**config.mk**
```make
export PLATFORM = sky130hd
export DESIGN_NAME = uart_receiver
export DESIGN_NICKNAME = d
export VERILOG_FILES = /design/src/rtl/uart_pkg.sv /design/src/rtl/uart_rx_sync.sv /design/src/rtl/uart_receiver.sv
export SDC_FILE = /design/constraint.sdc
export NUM_CORES = 1
export LEC_CHECK = 0
export CAP_MARGIN = 20
export CELL_PAD_IN_SITES_DETAIL_PLACEMENT = 1
export CELL_PAD_IN_SITES_GLOBAL_PLACEMENT = 2
export CORE_MARGIN = 8
export CORE_UTILIZATION = 30
export DETAILED_ROUTE_END_ITERATION = 8
export PLACE_DENSITY_LB_ADDON = 0.1
export REMOVE_ABC_BUFFERS = 1
export SYNTH_ARGS = -nofsm -noshare
export SYNTH_HDL_FRONTEND = slang
export SYNTH_SLANG_ARGS = --single-unit
export TNS_END_PERCENT = 20
```
**constraint.sdc**
```tcl
create_clock -name clk -period 1.8 [get_ports clk]
set_clock_uncertainty 0.1 [all_clocks]
set_input_delay 0.54 -clock clk [delete_from_list [all_inputs] [get_ports clk]]
set_output_delay 0.54 -clock clk [all_outputs]
set_load 0.05 [all_outputs]
```
**src/rtl/uart_pkg.sv**
```systemverilog
// Shared UART definitions: receiver state encoding, default framing constants and
// a counter-width helper used by both the receiver and the transmitter.
package uart_pkg;

    localparam int unsigned OVERSAMPLE_DEF = 16;
    localparam int unsigned DATA_BITS_DEF  = 8;

    typedef enum logic [1:0] {
        RX_IDLE  = 2'b00,
        RX_START = 2'b01,
        RX_DATA  = 2'b10,
        RX_STOP  = 2'b11
    } rx_state_e;

    // Width for a counter over 0..n-1; never less than one bit.
    function automatic int unsigned cnt_width(input int unsigned n);
        return (n > 1) ? $clog2(n) : 1;
    endfunction

endpackage

```
**src/rtl/uart_rx_sync.sv**
```systemverilog
// Two-flop synchronizer for the asynchronous serial line; resets to the idle (high) level.
module uart_rx_sync (
    input  logic clk_i,
    input  logic rst_ni,
    input  logic d_i,
    output logic q_o
);

    logic [1:0] sync_q;

    always_ff @(posedge clk_i) begin
        if (!rst_ni) begin
            sync_q <= 2'b11;
        end else begin
            sync_q <= {sync_q[0], d_i};
        end
    end

    assign q_o = sync_q[1];

endmodule

```
**src/rtl/uart_receiver.sv**
```systemverilog
// 8N1 oversampled UART receiver: start-bit validation at mid bit, LSB-first capture,
// held output byte with valid/ack handshake, framing-error and overrun pulses.
module uart_receiver
    import uart_pkg::*;
#(
    parameter int unsigned OVERSAMPLE = OVERSAMPLE_DEF,
    parameter int unsigned DATA_BITS  = DATA_BITS_DEF
) (
    input  logic                 clk,
    input  logic                 rst,
    input  logic                 os_tick,
    input  logic                 rx_serial,
    input  logic                 rx_ack,
    output logic [DATA_BITS-1:0] rx_data,
    output logic                 rx_valid,
    output logic                 frame_err,
    output logic                 overrun,
    output logic                 rx_busy
);

    localparam int unsigned TickW = cnt_width(OVERSAMPLE);
    localparam int unsigned BitW  = cnt_width(DATA_BITS);

    localparam logic [TickW-1:0] TickMid = TickW'(OVERSAMPLE / 2 - 1);
    localparam logic [TickW-1:0] TickEnd = TickW'(OVERSAMPLE - 1);
    localparam logic [BitW-1:0]  BitLast = BitW'(DATA_BITS - 1);

    rx_state_e            state_q, state_d;
    logic [TickW-1:0]     tick_cnt_q, tick_cnt_d;
    logic [BitW-1:0]      bit_cnt_q, bit_cnt_d;
    logic [DATA_BITS-1:0] shift_q, shift_d;
    logic [DATA_BITS-1:0] rx_data_q, rx_data_d;
    logic                 rx_valid_q, rx_valid_d;
    logic                 frame_err_q, frame_err_d;
    logic                 overrun_q, overrun_d;
    logic                 rx_s;
    logic                 capture;
    logic                 stop_bad;

    uart_rx_sync u_sync (
        .clk_i  (clk),
        .rst_ni (rst),
        .d_i    (rx_serial),
        .q_o    (rx_s)
    );

    always_ff @(posedge clk) begin
        if (!rst) begin
            state_q <= RX_IDLE;
        end else begin
            state_q <= state_d;
        end
    end

    always_ff @(posedge clk) begin
        if (!rst) begin
            tick_cnt_q  <= '0;
            bit_cnt_q   <= '0;
            shift_q     <= '0;
            rx_data_q   <= '0;
            rx_valid_q  <= 1'b0;
            frame_err_q <= 1'b0;
            overrun_q   <= 1'b0;
        end else begin
            tick_cnt_q  <= tick_cnt_d;
            bit_cnt_q   <= bit_cnt_d;
            shift_q     <= shift_d;
            rx_data_q   <= rx_data_d;
            rx_valid_q  <= rx_valid_d;
            frame_err_q <= frame_err_d;
            overrun_q   <= overrun_d;
        end
    end

    always_comb begin
        state_d    = state_q;
        tick_cnt_d = tick_cnt_q;
        bit_cnt_d  = bit_cnt_q;
        shift_d    = shift_q;
        capture    = 1'b0;
        stop_bad   = 1'b0;
        if (os_tick) begin
            unique case (state_q)
                RX_IDLE: begin
                    if (!rx_s) begin
                        state_d    = RX_START;
                        tick_cnt_d = '0;
                    end
                end
                RX_START: begin
                    if (tick_cnt_q == TickMid) begin
                        // A line that is high again at mid start bit was only a glitch.
                        state_d    = rx_s ? RX_IDLE : RX_DATA;
                        tick_cnt_d = '0;
                        bit_cnt_d  = '0;
                    end else begin
                        tick_cnt_d = tick_cnt_q + TickW'(1);
                    end
                end
                RX_DATA: begin
                    if (tick_cnt_q == TickEnd) begin
                        shift_d    = {rx_s, shift_q[DATA_BITS-1:1]};
                        tick_cnt_d = '0;
                        if (bit_cnt_q == BitLast) begin
                            state_d = RX_STOP;
                        end else begin
                            bit_cnt_d = bit_cnt_q + BitW'(1);
                        end
                    end else begin
                        tick_cnt_d = tick_cnt_q + TickW'(1);
                    end
                end
                RX_STOP: begin
                    if (tick_cnt_q == TickEnd) begin
                        // Leave at mid stop bit so a back-to-back start edge is not missed.
                        state_d    = RX_IDLE;
                        tick_cnt_d = '0;
                        capture    = rx_s;
                        stop_bad   = !rx_s;
                    end else begin
                        tick_cnt_d = tick_cnt_q + TickW'(1);
                    end
                end
                default: state_d = RX_IDLE;
            endcase
        end
    end

    always_comb begin
        rx_data_d   = rx_data_q;
        rx_valid_d  = rx_valid_q;
        frame_err_d = stop_bad;
        overrun_d   = 1'b0;
        if (capture) begin
            // Capture beats a same-cycle ack; that ack consumed the old byte, so no overrun.
            rx_data_d  = shift_q;
            rx_valid_d = 1'b1;
            overrun_d  = rx_valid_q && !rx_ack;
        end else if (rx_ack && rx_valid_q) begin
            rx_valid_d = 1'b0;
        end
    end

    assign rx_data   = rx_data_q;
    assign rx_valid  = rx_valid_q;
    assign frame_err = frame_err_q;
    assign overrun   = overrun_q;
    assign rx_busy   = (state_q != RX_IDLE);

endmodule

```
==> impl_metrics.tcl <==
set metrics [dict create \
    comb_power_share 0.047 \
    synth_area_leaders "dfxtp_1 46%, mux2i_1 10%, nor2_1 4.6%" \
    io_pins 17 \
    synthCells 140 \
    cts_buffers 5 \
    grt_antenna_before_repair 0 \
    hold_depth 1 \
    viasPerCell 4.83 \
    drv_slew 0 \
    power.switching_uw 260 \
    crit_path_end_kind "output pin" \
    required_ns 1.16 \
    r2r-end "bit_cnt_q[0]$_SDFFE_PN0P_" \
    cts_tree "built" \
    grt_max_degree 18 \
    ys_seq_elements 30 \
    dieArea_um2 6730 \
    clk_latency_ns 0.27 \
    portBuffers 16 \
    h-tree-depth 2 \
    finalCritPeriodShare 0.966 \
    avgSynthCellArea_um2 9.34 \
    synth_top_area_cell "dfxtp_1" \
    finalSetupViolCount 0 \
    yosys_most_used_dff "dfxtp_1" \
    fin_crit_ns 1.74 \
    critPathMaxFanout 10 \
    hold_ws_ns 0.312 \
    yosys.cell_types.count 34 \
    remaining_drc_errors 0 \
    yosysSeqAreaShare 0.459 \
    p_leak_uw 0.000676 \
    drive_above_1_share 0.236 \
    dr.pass1.iters 3 \
    cts-root-buf "clkbuf_8" \
    setup_slack_ns 0.0607 \
    hp-start "u_sync.sync_q[0]$_SDFF_PN1_" \
    rr_worst_depth 6 \
    cp_data_arrival_time_ns 1.10 \
    clkPwrFrac 0.403 \
    wirelength_um 2960 \
    vdd_ir_drop_max_uv 329 \
    r2r_start "bit_cnt_q[0]$_SDFFE_PN0P_" \
    powerDensity_nw_per_um2 666 \
    seqPwrFrac 0.550 \
    gp_congestion 0.702 \
    ant_nets 0 \
    fmax_mhz 575 \
    status "completed" \
    async_flop_share 0 \
    tns_ns 0 \
    diodes 0 \
    grt_pass1_vias 1167 \
    row_count 24 \
    total_power_uw 1220 \
    hold_viol 0 \
    vias 1049 \
    cts.path.max_buffers 2 \
    switching_share 0.214 \
    relSlewSlack 0.699 \
    fp.dieH_um 82.0 \
    worstMarginPinSlew_ns 0.450 \
    hold_end "u_sync.sync_q[1]$_SDFF_PN1_" \
    criticalPathCategory "register to output pin" \
    grt_pass1_wl_um 5240 \
    worstSetupStartpointType "register" \
    grt_overflow 0 \
    cap_violations 0 \
    synth-edff-count 0 \
    wl_per_cell_um 13.7 \
    rrSetupSlack_ns 0.13 \
    place_inst 209 \
    hpwl_um 2200 \
    die_w_um 82.0 \
    min_path_type "register to register" \
    yosys_warnings 0 \
    dp_slack_ns -0.272 \
    rsz0062_at_grt "false" \
    clock_sinks 30 \
    yosysTopAreaCellShare 0.459 \
    drtIter0Drc 33 \
    clkTransAtPathRegs_ns 0.06 \
    fillerInstances 492 \
    fin_cells 217 \
    nNetsFinal 173 \
    gr-usage-all-layers 0.102 \
    syn_to_final_growth_pct 40.0 \
    start_util 0.307 \
    p_int_uw 958 \
    syn_area_um2 1310 \
    core_area_um2 4260 \
]
==> power by group through the flow <==
stage / clock (uW) / combinational [uW] / sequential [uW]
5_1_grt: 549 / 62.5 / 670
3_5_place_dp: 0 / 56.9 / 685
6_report: 491 / 56.9 / 670
3_3_place_gp: 0 / 55.6 / 685
4_1_cts: 526 / 57.6 / 670
2_1_floorplan: 0 / 16.9 / 686
==> layout make-up <==
class / count / area, um^2 / share of cell area
inverter: 5 / 18.8 / 0.0103
multi-input combinational: 97 / 684 / 0.374
sequential: 30 / 603 / 0.329
tap: 52 / 65.1 / 0.0355
clock buffer: 7 / 76.3 / 0.0417
timing repair buffer: 26 / 383 / 0.209
==> logic make-up after synthesis <==
family	synth area share
flops	0.459
buf+inv	0.0574
xor+xnor	0.00670
mux	0.0995
compound gates	0.0966
simple gates	0.252
fa+ha+maj	0.0287
==> synthesized netlist by cell type (3+ instances only) <==
| library cell | instances |
|---|---|
| nand3_1 | 11 |
| nor3b_1 | 3 |
| nor2_1 | 16 |
| o21ai_0 | 11 |
| mux2i_1 | 13 |
| nor2b_1 | 3 |
| a31oi_1 | 3 |
| ha_1 | 3 |
| dfxtp_1 | 30 |
| nand2_1 | 13 |
| inv_1 | 5 |
==> worst max-delay path by stage <==
stage	start	to	slack, ns	cells past startpoint
after global routing	bit_cnt_q[0]$_SDFFE_PN0P_	bit_cnt_q[0]$_SDFFE_PN0P_	0.009	6
after detailed placement	os_tick	tick_cnt_q[3]$_SDFFE_PN0P_	-0.27	6
after global placement	os_tick	shift_q[2]$_SDFFE_PN0P_	-0.25	6
after floorplan	tick_cnt_q[0]$_SDFFE_PN0P_	shift_q[0]$_SDFFE_PN0P_	0.15	5
final	register	rx_busy	0.06	2
after CTS	bit_cnt_q[0]$_SDFFE_PN0P_	bit_cnt_q[0]$_SDFFE_PN0P_	0.01	6
==> per-layer routing <==
metal | up-vias | GRT usage | share of wire
met5 | - | 0 | 0
met2 | 12 | 0.175 | 0.51
li1 | 533 | - | -
met4 | 0 | 0.0474 | 0.020
met3 | 6 | 0.0460 | 0.046
met1 | 498 | 0.105 | 0.43
==> state kept, by name, indices dropped and copies added (netlist names), named ones only <==
name	flops
shift_q	8
tick_cnt_q	4
overrun	1
rx_data	8
rx_valid	1
frame_err	1
u_sync.sync_q	2
bit_cnt_q	3
state_q	1
==> metrics by stage <==
step                area [um^2]  utilization
finish                     1830        0.429
CTS                        1770        0.415
global placement           1690        0.396
detailed placement         1690        0.396
floorplan                  1250            -
global route               1830        0.429
==> repair_timing <==
item	CTS	global route
setup endpoints to repair	1	14
buffers inserted	0	1
pin swaps	0	5
resized for setup	2	10
hold buffers	0	0
==> worst max-delay path, cell delays in order (launching register included) <==
cell and delay [ns]:
dfxtp_2 0.39, or2_4 0.28, buf_12 0.15
==> placed cells by master, fill, tap and decap left out, types with 5 or more instances in the layout <==
master    Yosys  routed
inv_1         5       5
dfxtp_1      30      28
o21ai_0      11      11
buf_4         1       8
buf_12        0      14
nand3_1      11      11
nand2_1      13      13
nor2_1       16      16
clkbuf_8      0       5
mux2i_1      13      12
Power figures use the tool's default switching activity.
